===== config.mk =====
export PLATFORM = sky130hd
export DESIGN_NAME = ft245_fifo_bridge
export DESIGN_NICKNAME = d
export VERILOG_FILES = /design/src/rtl/ft245_fifo_bridge.sv
export SDC_FILE = /design/constraint.sdc
export NUM_CORES = 1
export LEC_CHECK = 0
export ABC_AREA = 1
export CAP_MARGIN = 10
export CORE_ASPECT_RATIO = 0.8
export CORE_MARGIN = 3
export CORE_UTILIZATION = 57
export CTS_BUF_LIST = sky130_fd_sc_hd__clkbuf_2 sky130_fd_sc_hd__clkbuf_4 sky130_fd_sc_hd__clkbuf_8
export DETAILED_ROUTE_END_ITERATION = 10
export PLACE_DENSITY_LB_ADDON = 0.12
export SLEW_MARGIN = 20
export SYNTH_ARGS = -nofsm -noshare
export SYNTH_HDL_FRONTEND = slang
export SYNTH_SLANG_ARGS = --single-unit

===== constraint.sdc =====
create_clock -name clk -period 4.4 [get_ports clk]
set_clock_uncertainty 0.05 [all_clocks]
set_input_delay 0.66 -clock clk [delete_from_list [all_inputs] [get_ports clk]]
set_output_delay 0.66 -clock clk [all_outputs]
set_load 0.02 [all_outputs]

===== src/rtl/ft245_fifo_bridge.sv =====
// FT245 USB FIFO bridge: rx/tx byte FIFOs plus a strobe-timing FSM that arbitrates the bus.
// Define FT245_HEX7SEG_EN to add a 7-segment view of the last received low nibble on seg.
module ft245_fifo_bridge #(
  parameter int unsigned DEPTH    = 4,
  parameter int unsigned RD_PULSE = 3,
  parameter int unsigned WR_PULSE = 2,
  parameter int unsigned RECOVER  = 2,
  localparam int unsigned AW = $clog2(DEPTH),
  localparam int unsigned LW = AW + 1
) (
  input  logic          clk,
  input  logic          reset,
  input  logic [7:0]    tx_data,
  input  logic          tx_valid,
  output logic          tx_ready,
  output logic [7:0]    rx_data,
  output logic          rx_valid,
  input  logic          rx_ready,
  input  logic          _rdf,
  input  logic          _txe,
  input  logic [7:0]    d_in,
  output logic [7:0]    d_out,
  output logic          d_oe,
  output logic          _rd,
  output logic          wr,
  output logic [LW-1:0] tx_level,
  output logic [LW-1:0] rx_level
`ifdef FT245_HEX7SEG_EN
  ,
  output logic [7:0]    seg
`endif
);

  localparam int unsigned MaxRw  = (RD_PULSE > WR_PULSE) ? RD_PULSE : WR_PULSE;
  localparam int unsigned MaxCnt = (MaxRw > RECOVER) ? MaxRw : RECOVER;
  localparam int unsigned CW     = $clog2(MaxCnt + 1);

  typedef enum logic [2:0] {
    StIdle, StRdStrobe, StWrSetup, StWrStrobe, StWrHold, StRecover
  } state_e;

  // Flag synchronisers, preset inactive so nothing fires straight out of reset
  logic rdf_q1, rdf_s, txe_q1, txe_s;

  always_ff @(posedge clk or posedge reset) begin
    if (reset) begin
      rdf_q1 <= 1'b1;
      rdf_s  <= 1'b1;
      txe_q1 <= 1'b1;
      txe_s  <= 1'b1;
    end else begin
      rdf_q1 <= _rdf;
      rdf_s  <= rdf_q1;
      txe_q1 <= _txe;
      txe_s  <= txe_q1;
    end
  end

  logic [7:0]    tx_mem [DEPTH];
  logic [7:0]    rx_mem [DEPTH];
  logic [LW-1:0] tx_wptr_q, tx_rptr_q, rx_wptr_q, rx_rptr_q;
  logic          tx_empty, tx_full, rx_empty, rx_full;
  logic          tx_push, tx_pop, rx_push, rx_pop;
  logic          tx_pop_req, rx_push_req;
  logic [7:0]    tx_head;

  assign tx_empty = (tx_wptr_q == tx_rptr_q);
  assign rx_empty = (rx_wptr_q == rx_rptr_q);
  assign tx_full  = ((tx_wptr_q ^ tx_rptr_q) == LW'(DEPTH));
  assign rx_full  = ((rx_wptr_q ^ rx_rptr_q) == LW'(DEPTH));

  assign tx_push = tx_valid && !tx_full;
  assign tx_pop  = tx_pop_req && !tx_empty;
  assign rx_push = rx_push_req && !rx_full;
  assign rx_pop  = rx_ready && !rx_empty;

  assign tx_ready = !tx_full;
  assign rx_valid = !rx_empty;
  assign tx_head  = tx_mem[tx_rptr_q[AW-1:0]];
  assign rx_data  = rx_mem[rx_rptr_q[AW-1:0]];
  assign tx_level = tx_wptr_q - tx_rptr_q;
  assign rx_level = rx_wptr_q - rx_rptr_q;

  always_ff @(posedge clk) begin
    if (tx_push) tx_mem[tx_wptr_q[AW-1:0]] <= tx_data;
    if (rx_push) rx_mem[rx_wptr_q[AW-1:0]] <= d_in;
  end

  always_ff @(posedge clk or posedge reset) begin
    if (reset) begin
      tx_wptr_q <= '0;
      tx_rptr_q <= '0;
      rx_wptr_q <= '0;
      rx_rptr_q <= '0;
    end else begin
      if (tx_push) tx_wptr_q <= tx_wptr_q + 1'b1;
      if (tx_pop)  tx_rptr_q <= tx_rptr_q + 1'b1;
      if (rx_push) rx_wptr_q <= rx_wptr_q + 1'b1;
      if (rx_pop)  rx_rptr_q <= rx_rptr_q + 1'b1;
    end
  end

  state_e        state_q, state_d;
  logic [CW-1:0] cnt_q, cnt_d;
  logic          rd_n_q, rd_n_d, wr_q, wr_d, d_oe_q, d_oe_d, last_rd_q, last_rd_d;
  logic [7:0]    d_out_q, d_out_d;
  logic          rd_ok, wr_ok;

  assign rd_ok = !rdf_s && !rx_full;
  assign wr_ok = !txe_s && !tx_empty;

  always_ff @(posedge clk or posedge reset) begin
    if (reset) begin
      state_q   <= StIdle;
      cnt_q     <= '0;
      rd_n_q    <= 1'b1;
      wr_q      <= 1'b0;
      d_oe_q    <= 1'b0;
      d_out_q   <= 8'h00;
      last_rd_q <= 1'b0;
    end else begin
      state_q   <= state_d;
      cnt_q     <= cnt_d;
      rd_n_q    <= rd_n_d;
      wr_q      <= wr_d;
      d_oe_q    <= d_oe_d;
      d_out_q   <= d_out_d;
      last_rd_q <= last_rd_d;
    end
  end

  always_comb begin
    state_d     = state_q;
    cnt_d       = cnt_q;
    rd_n_d      = rd_n_q;
    wr_d        = wr_q;
    d_oe_d      = d_oe_q;
    d_out_d     = d_out_q;
    last_rd_d   = last_rd_q;
    rx_push_req = 1'b0;
    tx_pop_req  = 1'b0;
    unique case (state_q)
      StIdle: begin
        cnt_d = '0;
        // On contention the direction not served last goes first
        if (rd_ok && (!wr_ok || !last_rd_q)) begin
          rd_n_d  = 1'b0;
          state_d = StRdStrobe;
        end else if (wr_ok) begin
          d_out_d = tx_head;
          d_oe_d  = 1'b1;
          state_d = StWrSetup;
        end
      end
      StRdStrobe: begin
        if (cnt_q == CW'(RD_PULSE - 1)) begin
          rx_push_req = 1'b1;
          rd_n_d      = 1'b1;
          last_rd_d   = 1'b1;
          cnt_d       = '0;
          state_d     = StRecover;
        end else begin
          cnt_d = cnt_q + 1'b1;
        end
      end
      StWrSetup: begin
        wr_d    = 1'b1;
        cnt_d   = '0;
        state_d = StWrStrobe;
      end
      StWrStrobe: begin
        if (cnt_q == CW'(WR_PULSE - 1)) begin
          wr_d    = 1'b0;
          state_d = StWrHold;
        end else begin
          cnt_d = cnt_q + 1'b1;
        end
      end
      StWrHold: begin
        tx_pop_req = 1'b1;
        d_oe_d     = 1'b0;
        last_rd_d  = 1'b0;
        cnt_d      = '0;
        state_d    = StRecover;
      end
      StRecover: begin
        if (cnt_q == CW'(RECOVER - 1)) begin
          cnt_d   = '0;
          state_d = StIdle;
        end else begin
          cnt_d = cnt_q + 1'b1;
        end
      end
      default: state_d = StIdle;
    endcase
  end

  assign _rd   = rd_n_q;
  assign wr    = wr_q;
  assign d_oe  = d_oe_q;
  assign d_out = d_out_q;

`ifdef FT245_HEX7SEG_EN
  function automatic logic [6:0] hex7(input logic [3:0] n);
    logic [6:0] p;
    case (n)
      4'h0: p = 7'h7E;  4'h1: p = 7'h30;  4'h2: p = 7'h6D;  4'h3: p = 7'h79;
      4'h4: p = 7'h33;  4'h5: p = 7'h5B;  4'h6: p = 7'h5F;  4'h7: p = 7'h70;
      4'h8: p = 7'h7F;  4'h9: p = 7'h7B;  4'hA: p = 7'h77;  4'hB: p = 7'h1F;
      4'hC: p = 7'h4E;  4'hD: p = 7'h3D;  4'hE: p = 7'h4F;  default: p = 7'h47;
    endcase
    return p;
  endfunction

  logic [6:0] seg_q;
  logic       seg_txe_q;

  always_ff @(posedge clk or posedge reset) begin
    if (reset) begin
      seg_q     <= 7'h7E;
      seg_txe_q <= 1'b1;
    end else begin
      seg_txe_q <= txe_s;
      if (rx_push) seg_q <= hex7(d_in[3:0]);
    end
  end

  assign seg = {seg_txe_q, seg_q};
`endif

endmodule


Word-level counts from Yosys, hierarchy flattened --
Memories as Yosys holds them, arrays and structs flattened. A register that Yosys moved wholly into a read port is not among the register bits. Cells that the tools add are included. W data, S select, Z words.
Operators by class: bitwise logic cells 3, add/sub/neg operators 7, equality and inequality tests 19, reductions and logical operators 30, mux-type cells 26
Operators by type and width (number):
- $pmux W3 S6 | 1
- $mux W3 | 5
- $ne A2 B2 Y1 const B | 7
- $add A3 B1 Y3 const B | 4
- $eq A3 B3 Y1 const B | 4
- $mux W1 | 12
- $reduce_and A3 Y1 | 3
- $logic_not A1 Y1 | 8
- $pmux W1 S2 | 4
- $pmux W2 S4 | 1
- $reduce_bool A2 Y1 | 4
- $logic_and A1 B1 Y1 | 7
- $eq A3 B2 Y1 const B | 2
- $eq A3 B3 Y1 | 2
- $mux W2 | 3
- $reduce_and A2 Y1 | 3
- $sub A3 B3 Y3 | 2
- $xor A3 B3 Y3 | 2
- $reduce_and A4 Y1 | 1
- $reduce_bool A4 Y1 | 1
- $eq A3 B1 Y1 const B | 1
- $logic_not A3 Y1 | 1
- $ne A3 B3 Y1 const B | 1
- $reduce_or A3 Y1 | 1
- other kinds (5) | 5
Word-level totals: output and inout port bits 27, logic and storage cells 101, memories 2, register bits after elaboration 25, bits of input ports 22, RAM bits 64
Memories:
- rx_mem | words 4, bits a word 8, read ports 1, clocked after memory_dff 0, wr ports 1, RTL line 60 | logic [7:0] rx_mem [DEPTH];
- tx_mem | words 4, bits a word 8, read ports 1, clocked after memory_dff 1, wr ports 1, RTL line 59 | logic [7:0] tx_mem [DEPTH];

Depth between registers and ports, before layout --
Gate-level depths: netlist of the first run.
depth after elaboration 8, depth in mapped cells 11, gate-level depth less buffers 11

Least setup slack after synthesis of the first run --
Ideal clock, no wire load.
path type register -> register, start register tx_rptr_q[1], end memory tx_mem[0][0], enable pin, setup time 0.371 ns, period minus slack after synthesis 2.223 ns, data arrival time 1.803 ns, stages on the path, launching flop included 8, buffers on the path 0, slack 2.177 ns, data required time 3.979 ns, cell sequence dfrtp_1 -> clkinv_1 -> ha_1 -> nand2_1 -> inv_1 -> nand2_1 -> nand2_2 -> nor2_1
Between the ends: word-level cells in the longest chain between the ends 6
RTL lines:
- from (decl) | RTL line 61 | logic [LW-1:0] tx_wptr_q, tx_rptr_q, rx_wptr_q, rx_rptr_q;
- from (signal assigned) | RTL line 97 | if (tx_pop) tx_rptr_q <= tx_rptr_q + 1'b1;
- $xor A3 B3 Y3 | RTL line 69 | assign tx_full = ((tx_wptr_q ^ tx_rptr_q) == LW'(DEPTH));
- $eq A3 B3 Y1 | RTL line 69
- $logic_not A1 Y1
- via tx_ready | RTL line 15 | output logic tx_ready,
- $logic_and A1 B1 Y1 | RTL line 72 | assign tx_push = tx_valid && !tx_full;
- $mux W1 | RTL line 85 | if (tx_push) tx_mem[tx_wptr_q[AW-1:0]] <= tx_data;
- $mux W1 (not written as such) | RTL line 85
- to (decl) | RTL line 59
The timed path passes the listed nets, and every way through them passes these cells.

Worst setup path in the final report of the first run --
start register rx_rptr_q[1], end output rx_valid
Between the ends: word-level cells in the longest chain between the ends 2
RTL lines:
- from (decl) | RTL line 61
- from (signal assigned) | RTL line 99 | if (rx_pop) rx_rptr_q <= rx_rptr_q + 1'b1;
- $eq A3 B3 Y1 | RTL line 68 | assign rx_empty = (rx_wptr_q == rx_rptr_q);
- $logic_not A1 Y1 | RTL line 78 | assign rx_valid = !rx_empty;
- to (decl) | RTL line 17 | output logic rx_valid,
No other way between the ends.

==> results of run 1 <==
==> layer usage <==
| metal | up-vias | global-route usage |
|---|---|---|
| met5 | - | 0 |
| met1 | 1244 | 0.273 |
| met2 | 51 | 0.284 |
| li1 | 1346 | - |
| met3 | 5 | 0.0493 |
| met4 | 0 | 0.0388 |
==> cell type report <==
type / count / area, um^2 / area share
flip-flops and latches: 97 / 2750 / 0.544
multi-input cells: 218 / 1330 / 0.262
repair buffers: 49 / 488 / 0.0963
inverters: 44 / 168 / 0.0331
clock buffers: 10 / 131 / 0.0259
well taps: 87 / 109 / 0.0215
clock inverters: 6 / 91.3 / 0.0180
==> state kept, by name, summed over array words and instances, names as in the netlist <==
register and flops:
rdf_s 1, txe_s 1, wr 1, tx_rptr_q 3, tx_wptr_q 3, txe_q1 1
_rd 1, rdf_q1 1, d_oe 1, d_out 8, state_q 3, cnt_q 2
rx_wptr_q 3, rx_mem 32, last_rd_q 1, tx_mem 32, rx_rptr_q 3
==> cell usage after synthesis, types with 5 or more instances <==
| cell | count | share of area |
|---|---|---|
| inv_1 | 40 | 0.035 |
| nand2_1 | 46 | 0.040 |
| xor2_1 | 10 | 0.020 |
| dfrtp_1 | 28 | 0.16 |
| edfxtp_1 | 64 | 0.45 |
| o22ai_1 | 8 | 0.012 |
| o21ai_0 | 33 | 0.039 |
| o21ai_2 | 8 | 0.016 |
| nand2_2 | 5 | 0.0073 |
| dfstp_2 | 5 | 0.031 |
| nor2_1 | 45 | 0.039 |
| a21oi_1 | 8 | 0.0094 |
| ha_1 | 18 | 0.053 |
| nand3_1 | 10 | 0.012 |
| o22a_1 | 8 | 0.016 |
==> power breakdown <==
part	switching (mW)	internal, mW
Sequential	0.181	1.19
Combinational	0.969	0.689
Clock	0.301	0.329
==> path summary, 6_finish.rpt <==
| check | from | endpoint | slack [ns] |
|---|---|---|---|
| worst max-delay path | rx_rptr_q[1]$_DFFE_PP0P_ | rx_valid | 1.16 |
| worst min-delay path | txe_q1$_DFF_PP1_ | txe_s$_DFF_PP1_ | 0.31 |
| worst max register to register | tx_rptr_q[1]$_DFFE_PP0P_ | tx_mem[0][5]$_DFFE_PP_ | 1.73 |
| worst min register to register | txe_q1$_DFF_PP1_ | txe_s$_DFF_PP1_ | 0.31 |
| max in group asynchronous | reset | rdf_s$_DFF_PP1_ | 3.32 |
| min in group asynchronous | reset | d_out[5]$_DFFE_PP0P_ | 0.63 |
==> critical path, delay by kind of cell (launching register included) <==
kind                       cells  cell delay (ns)
adders and majority gates      1             0.37
buffers and inverters          3             1.04
DFF                            1             0.58
and+or+nand+nor                2             0.18
==> through the flow <==
step	std cells	hold WS (ns)	setup slack [ns]	util
2_1_floorplan	364	0.295	2.18	-
3_3_place_gp	495	0.296	1.59	0.683
3_5_place_dp	495	0.299	1.53	0.683
4_1_cts	511	0.312	1.13	0.714
5_1_grt	511	0.318	0.985	0.714
6_report	511	0.310	1.16	0.714
==> cells by family after synthesis <==
logic type / Yosys count
buf+inv: 49
flops: 97
compound gates: 71
simple gates: 117
xor+xnor: 10
fa+ha+maj: 20
==> impl_results.md, run 1 <==
- Initial antenna violation count: 0
- Worst path cell trace: clkinv_1, ha_1, nand2_1, inv_1, nand3_1, clkdlybuf4s50_1
- WHS Path Cells: 0
- Fin crit share: 0.735
- Seq/Total Area, Yosys: 0.643
- Post-CTS Setup Inserts: 0
- Post-route cell area: about 0.0051 mm^2
- Worst-path clk slew: ~0.09 ns
- DR pass1 iterations: 4
- Via count: 2646
- Final hold vios: 0
- Residual DRC count: 0
- Total CTS buffers: 9
- Nature of the critical path endpoint: output pin
- Kind of critical path: register to output pin
- Post-synthesis cell count: roughly 360
- Initial Utilization: 0.603
- Multiplexer share of the synthesized area: 0
- First-pass GRT wire length: around 12000 um
- Top sig layer: met4
- Synth cell types: 34
- I/O pin count: approximately 50
- Initial DRC count: 101
- Prevailing post-synth register cell: edfxtp_1
- TNS Setup: 0 ns
- Final ANT Viol Nets: 0
- CP Data Arrival Time: ~2.5 ns
- Final net count: between 400 and 500
- Total die area: 0.00859 mm^2
- CP peak stage delay: 0.64 ns
- Share of cells above drive strength 1: 0.113
- Worst R2R Path Depth: 7
- Adder-Cell Fraction of Synth Area: 0.0620
- Met2 WL post-DR: 3610 um
- Fillers: 498
- Crit path launch type: register
- Req. time, crit path: between 3 and 4 ns
- Aggregate global-route resource usage: 0.187
- Combinational family with the most area after synthesis: simple AND/OR/NAND/NOR gates
- Die width: 103 um
- RSZ-0062 raised after global routing: false
- Core area: 0.00709 mm^2
- Final Wtd Congestion: 0.840
- Met3 wire len: around 280 um
- Worst Max-Slew Pin Slew: a little under 0.8 ns
- Met1 WL: approximately 3600 um
- Post-DP Area: 0.00484 mm^2
- Worst-skew pair later-pin latency: roughly 0.36 ns
- Max FO, Critical Path: 11
- Most frequent cells in the layout: edfxtp_1 (64), clkdlybuf4s50_1 (48), nand2_1 (46), nor2_1 (45), inv_1 (40)
- Routed Wire Length: roughly 7600 um
- Ant diodes: 0
- Post-DP HPWL: approximately 5300 um
- Number of global-route vias before repair: 2625
- Post-synthesis simple-gate area fraction: 0.125
- Slew Viols, Final: 0
- Worst min path class: register to register
- Setup-failing EPs final: 0
- Status: complete, no violations
- Seq cells post-synth: between 90 and 100
- Post-synth ARST share: 0.340
- Complex-gate fraction of the synthesized area: 0.102
- Max cap viols: 0
- Commonest non-fill, non-tap cell in the layout: edfxtp_1
- Hold Buf Count CTS: 0
- Synth Area in XOR/XNOR: 0.0205
- Remaining Overflow, GRT: 0
- Total power: about 3.7 mW
- CTS tree: built
- Syn Nets: ~410
- Area delta synth->final: 18.4%
- Largest net degree at the start of global routing: 34
- Pwr Density: ~720 mW/mm^2
- Syn Area/Cell: 11.8 um^2
- Mapped cell area: 0.00428 mm^2
- VDD IR-drop max: 0.582 mV
- Critical-path top delay cell: clkdlybuf4s50_1
- Post-DR wirelength/cell: about 15 um
- Max-slew headroom: 0.475
- Clock Tree Root: clkbuf_8
- Die span in y: 83.5 um
- CTS HTree Levels: 3
- Post-cts sizing count: 0
- Number of flops mapped to enable cells by yosys: 64
- Longest Clk Path Bufs: 2
- Vias per inst: 5.18
- Yosys warnings: 0
- Rows: 27
- IO Port Bufs: 48
- Leakage Power: 2.06 nW
- Crit path time final: about 3.2 ns
- CTS Sinks: 97
- Max frequency: between 0.3 and 0.4 GHz
Note: power is estimated with default switching activity, not from simulation.
==> run 2: changes to the inputs <==
==> constraint.sdc (replaced) <==
create_clock -name clk -period 2.99 [get_ports clk]
set_clock_uncertainty 0.05 [all_clocks]
set_input_delay 0.4485 -clock clk [delete_from_list [all_inputs] [get_ports clk]]
set_output_delay 0.4485 -clock clk [all_outputs]
set_load 0.02 [all_outputs]
==> run 2 against run 1 <==
Net effect:
- global-route usage grew 1.2 points
- final cell count grew 2.3%
- worst hold slack lost 0.0078 ns
- register-to-register slack lost 0.81 ns
- largest cell class unchanged
==> impl_results.md, run 2 (synthesis results as in run 1) <==
- Status: complete, no violations
- Multi-input logic area: 0.00133 mm^2 (unchanged)
- Nature of the critical path endpoint: output pin
- DR pass1 iterations: 4 (unchanged)
- Slew Viols, Final: 0 (unchanged)
- Layout Cells excl Fill: 523 (+2.3%)
- Clock Tree Root: clkbuf_8
- Initial antenna violation count: 0 (unchanged)
- Internal Pwr Total: 3.17 mW (+44%)
- Initial Utilization: 0.603 (unchanged)
- WP buf/inv: 2 (-1)
- Post-CTS Setup Inserts: 0 (unchanged)
- CTS tree: built
- Fin Hold WS: 0.302 ns (-0.00775 ns)
- Area delta synth->final: 19.9%
- Clock power frac: 0.152 (-0.020)
- Post-layout util: 0.723 (+0.00935)
- Number of global-route vias before repair: 2735 (+4.2%)
- Share of cells above drive strength 1: 0.138 (+0.0244)
- Setup-failing EPs final: 0 (unchanged)
- Worst-path clk slew: 0.10 ns (about the same)
- Total CTS buffers: 9 (unchanged)
- Max frequency: between 0.3 and 0.4 GHz
- Critical-path top delay cell: clkdlybuf4s50_1
- Final hold vios: 0 (unchanged)
- Register Area: 0.00275 mm^2 (unchanged)
- Total power: 5.39 mW (+47%)
- Max cap viols: 0 (unchanged)
- RSZ-0062 raised after global routing: false
- Final net count: 473 (+2.6%)
- Worst min path class: register to register
- Worst-skew pair later-pin latency: 0.36 ns (about the same)
- Routed Wire Length: 7890 um (+4.4%)
- Via count: 2783 (+5.2%)
- Largest net degree at the start of global routing: 34 (unchanged)
- Fillers: 489 (-1.8%)
- Cell family with most CP delay: buffers and inverters
- Core area: 0.00709 mm^2 (unchanged)
- CP Data Arrival Time: 2.27 ns (-0.26 ns)
- Max FO, Critical Path: 4 (-7)
- Min-delay src: txe_q1$_DFF_PP1_
- Crit path time final: around 2.8 ns
- R2R Path Start: tx_rptr_q[1]$_DFFE_PP0P_
- CP Launch Point: tx_wptr_q[0]$_DFFE_PP0P_
- Vias per inst: 5.32 (+2.8%)
- Ant diodes: 0 (unchanged)
- Final Wtd Congestion: 0.850 (+1.2%)
- Residual DRC count: 0 (unchanged)
- Longest Clk Path Bufs: 2 (unchanged)
- CTS HTree Levels: 3 (unchanged)
- Hold Buf Count CTS: 0 (unchanged)
- TNS Setup: 0 ns (unchanged)
- Switch Pwr: 2.22 mW (+53%)
- VDD IR-drop max: 0.845 mV (+45%)
- Grt met2 use: 0.295 (+0.0111)
- Rows: 27 (unchanged)
- Most frequent cells in the layout: edfxtp_1 (64), clkdlybuf4s50_1 (48), nand2_1 (46), nor2_1 (45), inv_1 (40)
- Leakage Power: 2.11 nW (+2.6%)
- Commonest non-fill, non-tap cell in the layout: edfxtp_1
- Final ANT Viol Nets: 0 (unchanged)
- Kind of critical path: register to output pin
- Req. time, crit path: 2.49 ns (-1.20 ns)
- Met3 Resource Use GR: 0.0568 (+0.00752)
- Fin crit share: 0.926
- Initial DRC count: 124 (+23%)
- Max-slew headroom: 0.644 (+0.169)
- Post-DP HPWL: 5590 um (+5.7%)
- Total die area: 0.00859 mm^2 (unchanged)
- Worst Max-Slew Pin Slew: 0.534 ns (-0.251 ns)
- Global route hottest layer: met2
- Global Route met1 Usage: 0.292 (+0.0189)
- Pwr Density: 1050 mW/mm^2 (+46%)
- CP peak stage delay: 0.63 ns (about the same)
- Flop pwr share: 0.363 (-0.011)
- First-pass GRT wire length: 13200 um (+5.9%)
- DP Cell Count: 507 (+2.4%)
- I/O pin count: 49 (unchanged)
- Comb pwr share: 0.484 (+0.031)
- IO Port Bufs: 48 (unchanged)
- Post-cts sizing count: 0 (unchanged)
- Sw frac: 0.411 (+0.0149)
- Remaining Overflow, GRT: 0 (unchanged)
- Die width: 103 um (unchanged)
- Crit path launch type: register
- CTS Sinks: 97 (unchanged)
- Aggregate global-route resource usage: 0.198 (+0.0118)
- Worst path cell trace: inv_1, ha_1, fa_1, xor2_1, clkdlybuf4s50_1
- Post-DR wirelength/cell: 15.1 um (+2.0%)
- Die span in y: 83.5 um (unchanged)
[run 2: worst paths after layout]
| check | slack (ns) | end | depth (start not counted) |
|---|---|---|---|
| max | 0.22 | tx_level[2] | 5 |
| min reg2reg | 0.30 | txe_s$_DFF_PP1_ | 0 |
| min | 0.30 | txe_s$_DFF_PP1_ | 0 |
| max reg2reg | 0.92 | d_out[3]$_DFFE_PP0P_ | 10 |
| min in group asynchronous | 0.43 | d_out[1]$_DFFE_PP0P_ | 3 |
| max in group asynchronous | 2.11 | rdf_s$_DFF_PP1_ | 3 |
[run 2: through the flow]
step	instance area, um^2	setup WS (ns)
final	5130	0.221
after global placement	4930	0.676
after CTS	5130	0.187
after detailed placement	4930	0.610
after floorplan	4280	0.767
after global routing	5130	0.0873
[run 2: power by group through the flow]
| stage | clock [mW] | sequential (mW) | combinational, mW |
|---|---|---|---|
| floorplan | 0 | 2.03 | 1.59 |
| global placement | 0 | 1.97 | 2.57 |
| detailed placement | 0 | 1.99 | 2.63 |
| CTS | 0.849 | 1.96 | 2.65 |
| global route | 0.900 | 2.00 | 2.91 |
| finish | 0.821 | 1.96 | 2.61 |
[run 2: layer usage]
layer,routed length [um],up-vias
met1,3640,1340
met5,0,-
met4,59,0
met3,435,6
li1,-,1369
met2,3750,68
[run 2: area by class of cell]
type / instances / share of cell area
clock buffer: 10 / 0.0268
clock inverter: 6 / 0.0119
timing repair buffer: 61 / 0.113
multi-input combinational: 218 / 0.258
tap: 87 / 0.0212
inverter: 44 / 0.0327
sequential: 97 / 0.537
==> RTL change 1: new RTL, flow settings as in run 2 <==
Add a define of `FT245_HEX7SEG_EN`.
--- a/src/rtl/ft245_fifo_bridge.sv
+++ b/src/rtl/ft245_fifo_bridge.sv
@@ -1,5 +1,7 @@
 // FT245 USB FIFO bridge: rx/tx byte FIFOs plus a strobe-timing FSM that arbitrates the bus.
 // Define FT245_HEX7SEG_EN to add a 7-segment view of the last received low nibble on seg.
+`define FT245_HEX7SEG_EN
+
 module ft245_fifo_bridge #(
   parameter int unsigned DEPTH    = 4,
   parameter int unsigned RD_PULSE = 3,
Behaviour (old outputs only; new: seg): unchanged (equiv_simple and equiv_induct, registers matched by name and starting in step).
==> RTL change 1 against run 2 <==
Synthesized area up 9.9%. Total power is 8.2% higher. First-iteration DRC count increased by 54%. Clock power rose by 6.9%. Sequential share of layout area down 1.4 points. Wire length up 21%. Worst setup slack lost 0.055 ns. Maximum frequency is 2.0% lower. Sequential cell count grew 8. Cell area rose by 11%.
==> RTL change 1: results (changes against run 2) <==
{| class="wikitable"
! Metric !! Value
|-
| Via count || 3374 (was 2783)
|-
| Internal Dissipation || 0.003466 W (was 0.003173 W)
|-
| Clk cell area share || 3.508% (was 3.876%)
|-
| Register area || 2963 um^2 (was 2754 um^2)
|-
| TritonCTS Sinks || 105 (was 97)
|-
| Layout multi-input combinational cell count || 272 (was 218)
|-
| Sequential fraction of design power || 37.1% (was 36.3%)
|-
| Data arrival time of the critical path || 2.33 ns (was 2.27 ns)
|-
| Synthesized-area fraction occupied by xor and xnor cells || 1.862% (was 2.046%)
|-
| Cells after synthesis || 439 (was 364)
|-
| Met2 layer wire length in the routed design || 4565 um (was 3751 um)
|-
| Initial DRT Pass Iterations || 5 (was 4)
|-
| Async S/R FF share, synth || 39.05% (was 34.02%)
|-
| Setup slack after placement || 0.5639 ns (was 0.6099 ns)
|-
| Nets@finish || 563 (was 473)
|-
| Placer Congestion || 0.8613 (was 0.8502)
|-
| Complex-gate fraction of the synthesized area || 8.670% (was 10.23%)
|-
| Worst ir drop on vdd || 0.0009008 V (was 0.0008451 V)
|-
| Width of the die || 107.6 um (was 102.9 um)
|-
| First-pass GRT wire length || 15930 um (was 13170 um)
|-
| Placed cell area || 5473 um^2 (was 4933 um^2)
|-
| Final-layout non-clock buffer area share || 11.87% (was 11.26%)
|-
| DP HPWL || 6808 um (was 5589 um)
|-
| Part of the Yosys area used for sequential elements || 62.98% (was 64.34%)
|-
| Initial drt markers || 191 (was 124)
|-
| Port Buffer Count || 56 (was 48)
|-
| Pin count of the biggest net entering global routing || 42 (was 34)
|-
| Cells on worst reg2reg path || 8 (was 10)
|-
| Fraction of layout cells with a size suffix above 1 || 10.98% (was 13.76%)
|-
| Routed wirelength normalized by instance count || 15.33 um (was 15.08 um)
|-
| Synth-to-Final Area Change || 20.56% (was 19.91%)
|-
| Commonest cells in the synthesized netlist || sky130_fd_sc_hd__nand2_1 (79), sky130_fd_sc_hd__edfxtp_1 (64), sky130_fd_sc_hd__nor2_1 (61) (was sky130_fd_sc_hd__edfxtp_1 (64), sky130_fd_sc_hd__nand2_1 (46), sky130_fd_sc_hd__nor2_1 (45))
|-
| Overall global routing resource usage || 22.06% (was 19.85%)
|-
| Result of the run || finished, final reports clean (unchanged)
|-
| Number of global-route vias before repair || 3329 (was 2735)
|-
| Power consumption || 0.005832 W (was 0.005392 W)
|-
| Wl on met1 || 4234 um (was 3640 um)
|-
| Number of different library cells in the post-synthesis netlist || 28 (was 34)
|-
| Number of non-clock buffers || 71 (was 61)
|-
| Power dissipated in the clock network || 0.000878 W (was 0.000821 W)
|}
[RTL change 1: cell types whose count changed after synthesis, sizes merged, moves of 7 or more]
cell   before  now
o21ai      42   51
o22a        8    0
nand2      53   83
nor2       50   64
inv        42   53
ha         18   25
o22ai       8   16
dfstp       5   12
[RTL change 1: worst paths after layout]
kind	to	slack [ns]	from
max in group asynchronous	_rd$_DFFE_PP1P_	2.05	reset
min reg2reg	txe_s$_DFF_PP1_	0.31	txe_q1$_DFF_PP1_
min in group asynchronous	rx_rptr_q[1]$_DFFE_PP0P_	0.45	reset
max	tx_level[2]	0.17	tx_rptr_q[1]$_DFFE_PP0P_
min	txe_s$_DFF_PP1_	0.31	txe_q1$_DFF_PP1_
max reg2reg	tx_mem[0][6]$_DFFE_PP_	0.71	tx_rptr_q[1]$_DFFE_PP0P_
[RTL change 1: metal layers]
metal	up-vias	GRT usage [%]
li1	1604	-
met1	1618	30.53
met2	132	35.38
met3	20	4.448
met4	0	7.454
met5	-	0
==> RTL change 2: new RTL, settings of run 2 <==
Without the edit above. Register the outputs `tx_level` and `rx_level`; this adds one clock of latency there. The other outputs are not delayed to match.
--- a/src/rtl/ft245_fifo_bridge.sv
+++ b/src/rtl/ft245_fifo_bridge.sv
@@ -78,8 +78,10 @@
   assign rx_valid = !rx_empty;
   assign tx_head  = tx_mem[tx_rptr_q[AW-1:0]];
   assign rx_data  = rx_mem[rx_rptr_q[AW-1:0]];
-  assign tx_level = tx_wptr_q - tx_rptr_q;
-  assign rx_level = rx_wptr_q - rx_rptr_q;
+  always_ff @(posedge clk) begin
+    tx_level <= tx_wptr_q - tx_rptr_q;
+    rx_level <= rx_wptr_q - rx_rptr_q;
+  end
 
   always_ff @(posedge clk) begin
     if (tx_push) tx_mem[tx_wptr_q[AW-1:0]] <= tx_data;
Function: changed (Yosys sat finds a counterexample within 4 cycles, from zero or initial values and one cycle with reset high).
==> RTL change 2 against run 2 <==
Synthesized area rose by 0.99%. Worst setup slack better by 0.029 ns. Sequential cell count rose by 6. Cell area up 0.80%. Non-clock buffer count is 2 lower. Hold slack improved by 0.017 ns. Wire length rose by 1.8%. Total power fell by 5.1%. Critical path type unchanged. Critical endpoint is now rx_data[6]. Largest cell class unchanged. Largest power group unchanged. Highest routed layer unchanged.
==> RTL change 2: results (changes against run 2) <==
{| class="wikitable"
! Metric !! Value
|-
| Async S/R FF share, synth || 32.04% (was 34.02%)
|-
| Routed wirelength normalized by instance count || 14.70 um (was 15.08 um)
|-
| Placer Congestion || 0.8059 (was 0.8502)
|-
| Clk cell area share || 3.555% (was 3.876%)
|-
| Final-layout non-clock buffer area share || 10.88% (was 11.26%)
|-
| Number of fill cells in the layout || 492 (was 489)
|-
| Leak || 2.137 nW (was 2.110 nW)
|-
| Area of the die || 8671 um^2 (was 8592 um^2)
|-
| Multi-input gate share of total cell area || 24.64% (was 25.82%)
|-
| Crit-path max FO || 19 (was 4)
|-
| Number of non-clock buffers || 59 (was 61)
|-
| Data arrival time of the critical path || 2.24 ns (was 2.27 ns)
|-
| Part of the Yosys area used for sequential elements || 66.48% (was 64.34%)
|-
| Cells after synthesis || 375 (was 364)
|-
| Top area cells in the synthesized netlist || sky130_fd_sc_hd__edfxtp_1 (44%), sky130_fd_sc_hd__dfrtp_1 (16%), sky130_fd_sc_hd__nand2_1 (5.8%) (was sky130_fd_sc_hd__edfxtp_1 (45%), sky130_fd_sc_hd__dfrtp_1 (16%), sky130_fd_sc_hd__ha_1 (5.3%))
|-
| Commonest cells in the synthesized netlist || sky130_fd_sc_hd__nand2_1 (67), sky130_fd_sc_hd__edfxtp_1 (64), sky130_fd_sc_hd__nor2_1 (46) (was sky130_fd_sc_hd__edfxtp_1 (64), sky130_fd_sc_hd__nand2_1 (46), sky130_fd_sc_hd__nor2_1 (45))
|-
| Nets@finish || 482 (was 473)
|-
| Worst Max-Slew Pin Slew || 0.6366 ns (was 0.5337 ns)
|-
| Synthesized netlist net count || 417 (was 406)
|-
| Number of vias per cell after detailed routing || 5.168 (was 5.321)
|-
| Clock buffer count from CTS || 9 (unchanged)
|-
| Layout multi-input combinational cell count || 227 (was 218)
|-
| Number of different library cells in the post-synthesis netlist || 30 (was 34)
|-
| Fraction of power spent switching nets || 39.79% (was 41.15%)
|-
| Worst ir drop on vdd || 0.0007802 V (was 0.0008451 V)
|-
| Maximum single-stage delay on the critical path || 0.64 ns
|-
| Result of the run || finished, final reports clean (unchanged)
|-
| Register area || 2875 um^2 (was 2754 um^2)
|-
| Flip-flop and latch count || 103 (was 97)
|-
| Number of global-route vias before repair || 2678 (was 2735)
|-
| Overall global routing resource usage || 20.03% (was 19.85%)
|-
| Placed cell area || 4989 um^2 (was 4933 um^2)
|-
| Cells after DPL || 530 (was 507)
|-
| First-pass GRT wire length || 13230 um (was 13170 um)
|-
| Pin count of the biggest net entering global routing || 20 (was 34)
|}
## RTL change 2: worst paths after layout
path	from	endpoint	slack, ns	cells after the start
min reg2reg	txe_q1$_DFF_PP1_	txe_s$_DFF_PP1_	0.32	0
min	txe_q1$_DFF_PP1_	txe_s$_DFF_PP1_	0.32	0
max reg2reg	tx_rptr_q[1]$_DFFE_PP0P_	tx_mem[3][3]$_DFFE_PP_	0.74	7
max in group asynchronous	reset	rdf_s$_DFF_PP1_	1.73	3
max	rx_rptr_q[0]$_DFFE_PP0P_	rx_data[6]	0.25	4
min in group asynchronous	reset	rx_rptr_q[2]$_DFFE_PP0P_	0.42	2
## RTL change 2: through the flow
stage	utilization, %	setup WS, ns
global route	72.58	0.09794
CTS	72.56	0.1087
detailed placement	69.98	0.5074
global placement	69.98	0.5651
finish	72.58	0.2501
floorplan	-	0.7138
## RTL change 2: layer usage
layer / GRT usage [%] / part of all wire [%] / vias up
met5: 0 / 0 / -
met4: 4.471 / 0.37 / 0
met3: 5.514 / 4.1 / 2
met2: 29.57 / 47 / 58
met1: 29.77 / 49 / 1368
li1: - / - / 1394
## RTL change 2: cells by family after synthesis
family          Yosys count  synth area share (%)
compound gates           62                 7.699
xor+xnor                 10                 2.026
fa+ha+maj                20                 6.136
buf+inv                  45                 4.023
flops                   103                 66.48
simple gates            135                 13.63
## RTL change 2: power groups by stage
stage               registers (W)  clock network [W]  logic [W]
floorplan                 0.00220                  0    0.00130
global placement          0.00210                  0    0.00217
detailed placement        0.00211                  0    0.00223
CTS                       0.00209           0.000820    0.00225
global route              0.00213           0.000889    0.00250
finish                    0.00209           0.000796    0.00223
## RTL change 2: timing repair
action | CTS | global route
gates resized for setup | 0 | 1
setup endpoints to repair | 0 | 7
hold buffers | 0 | 0
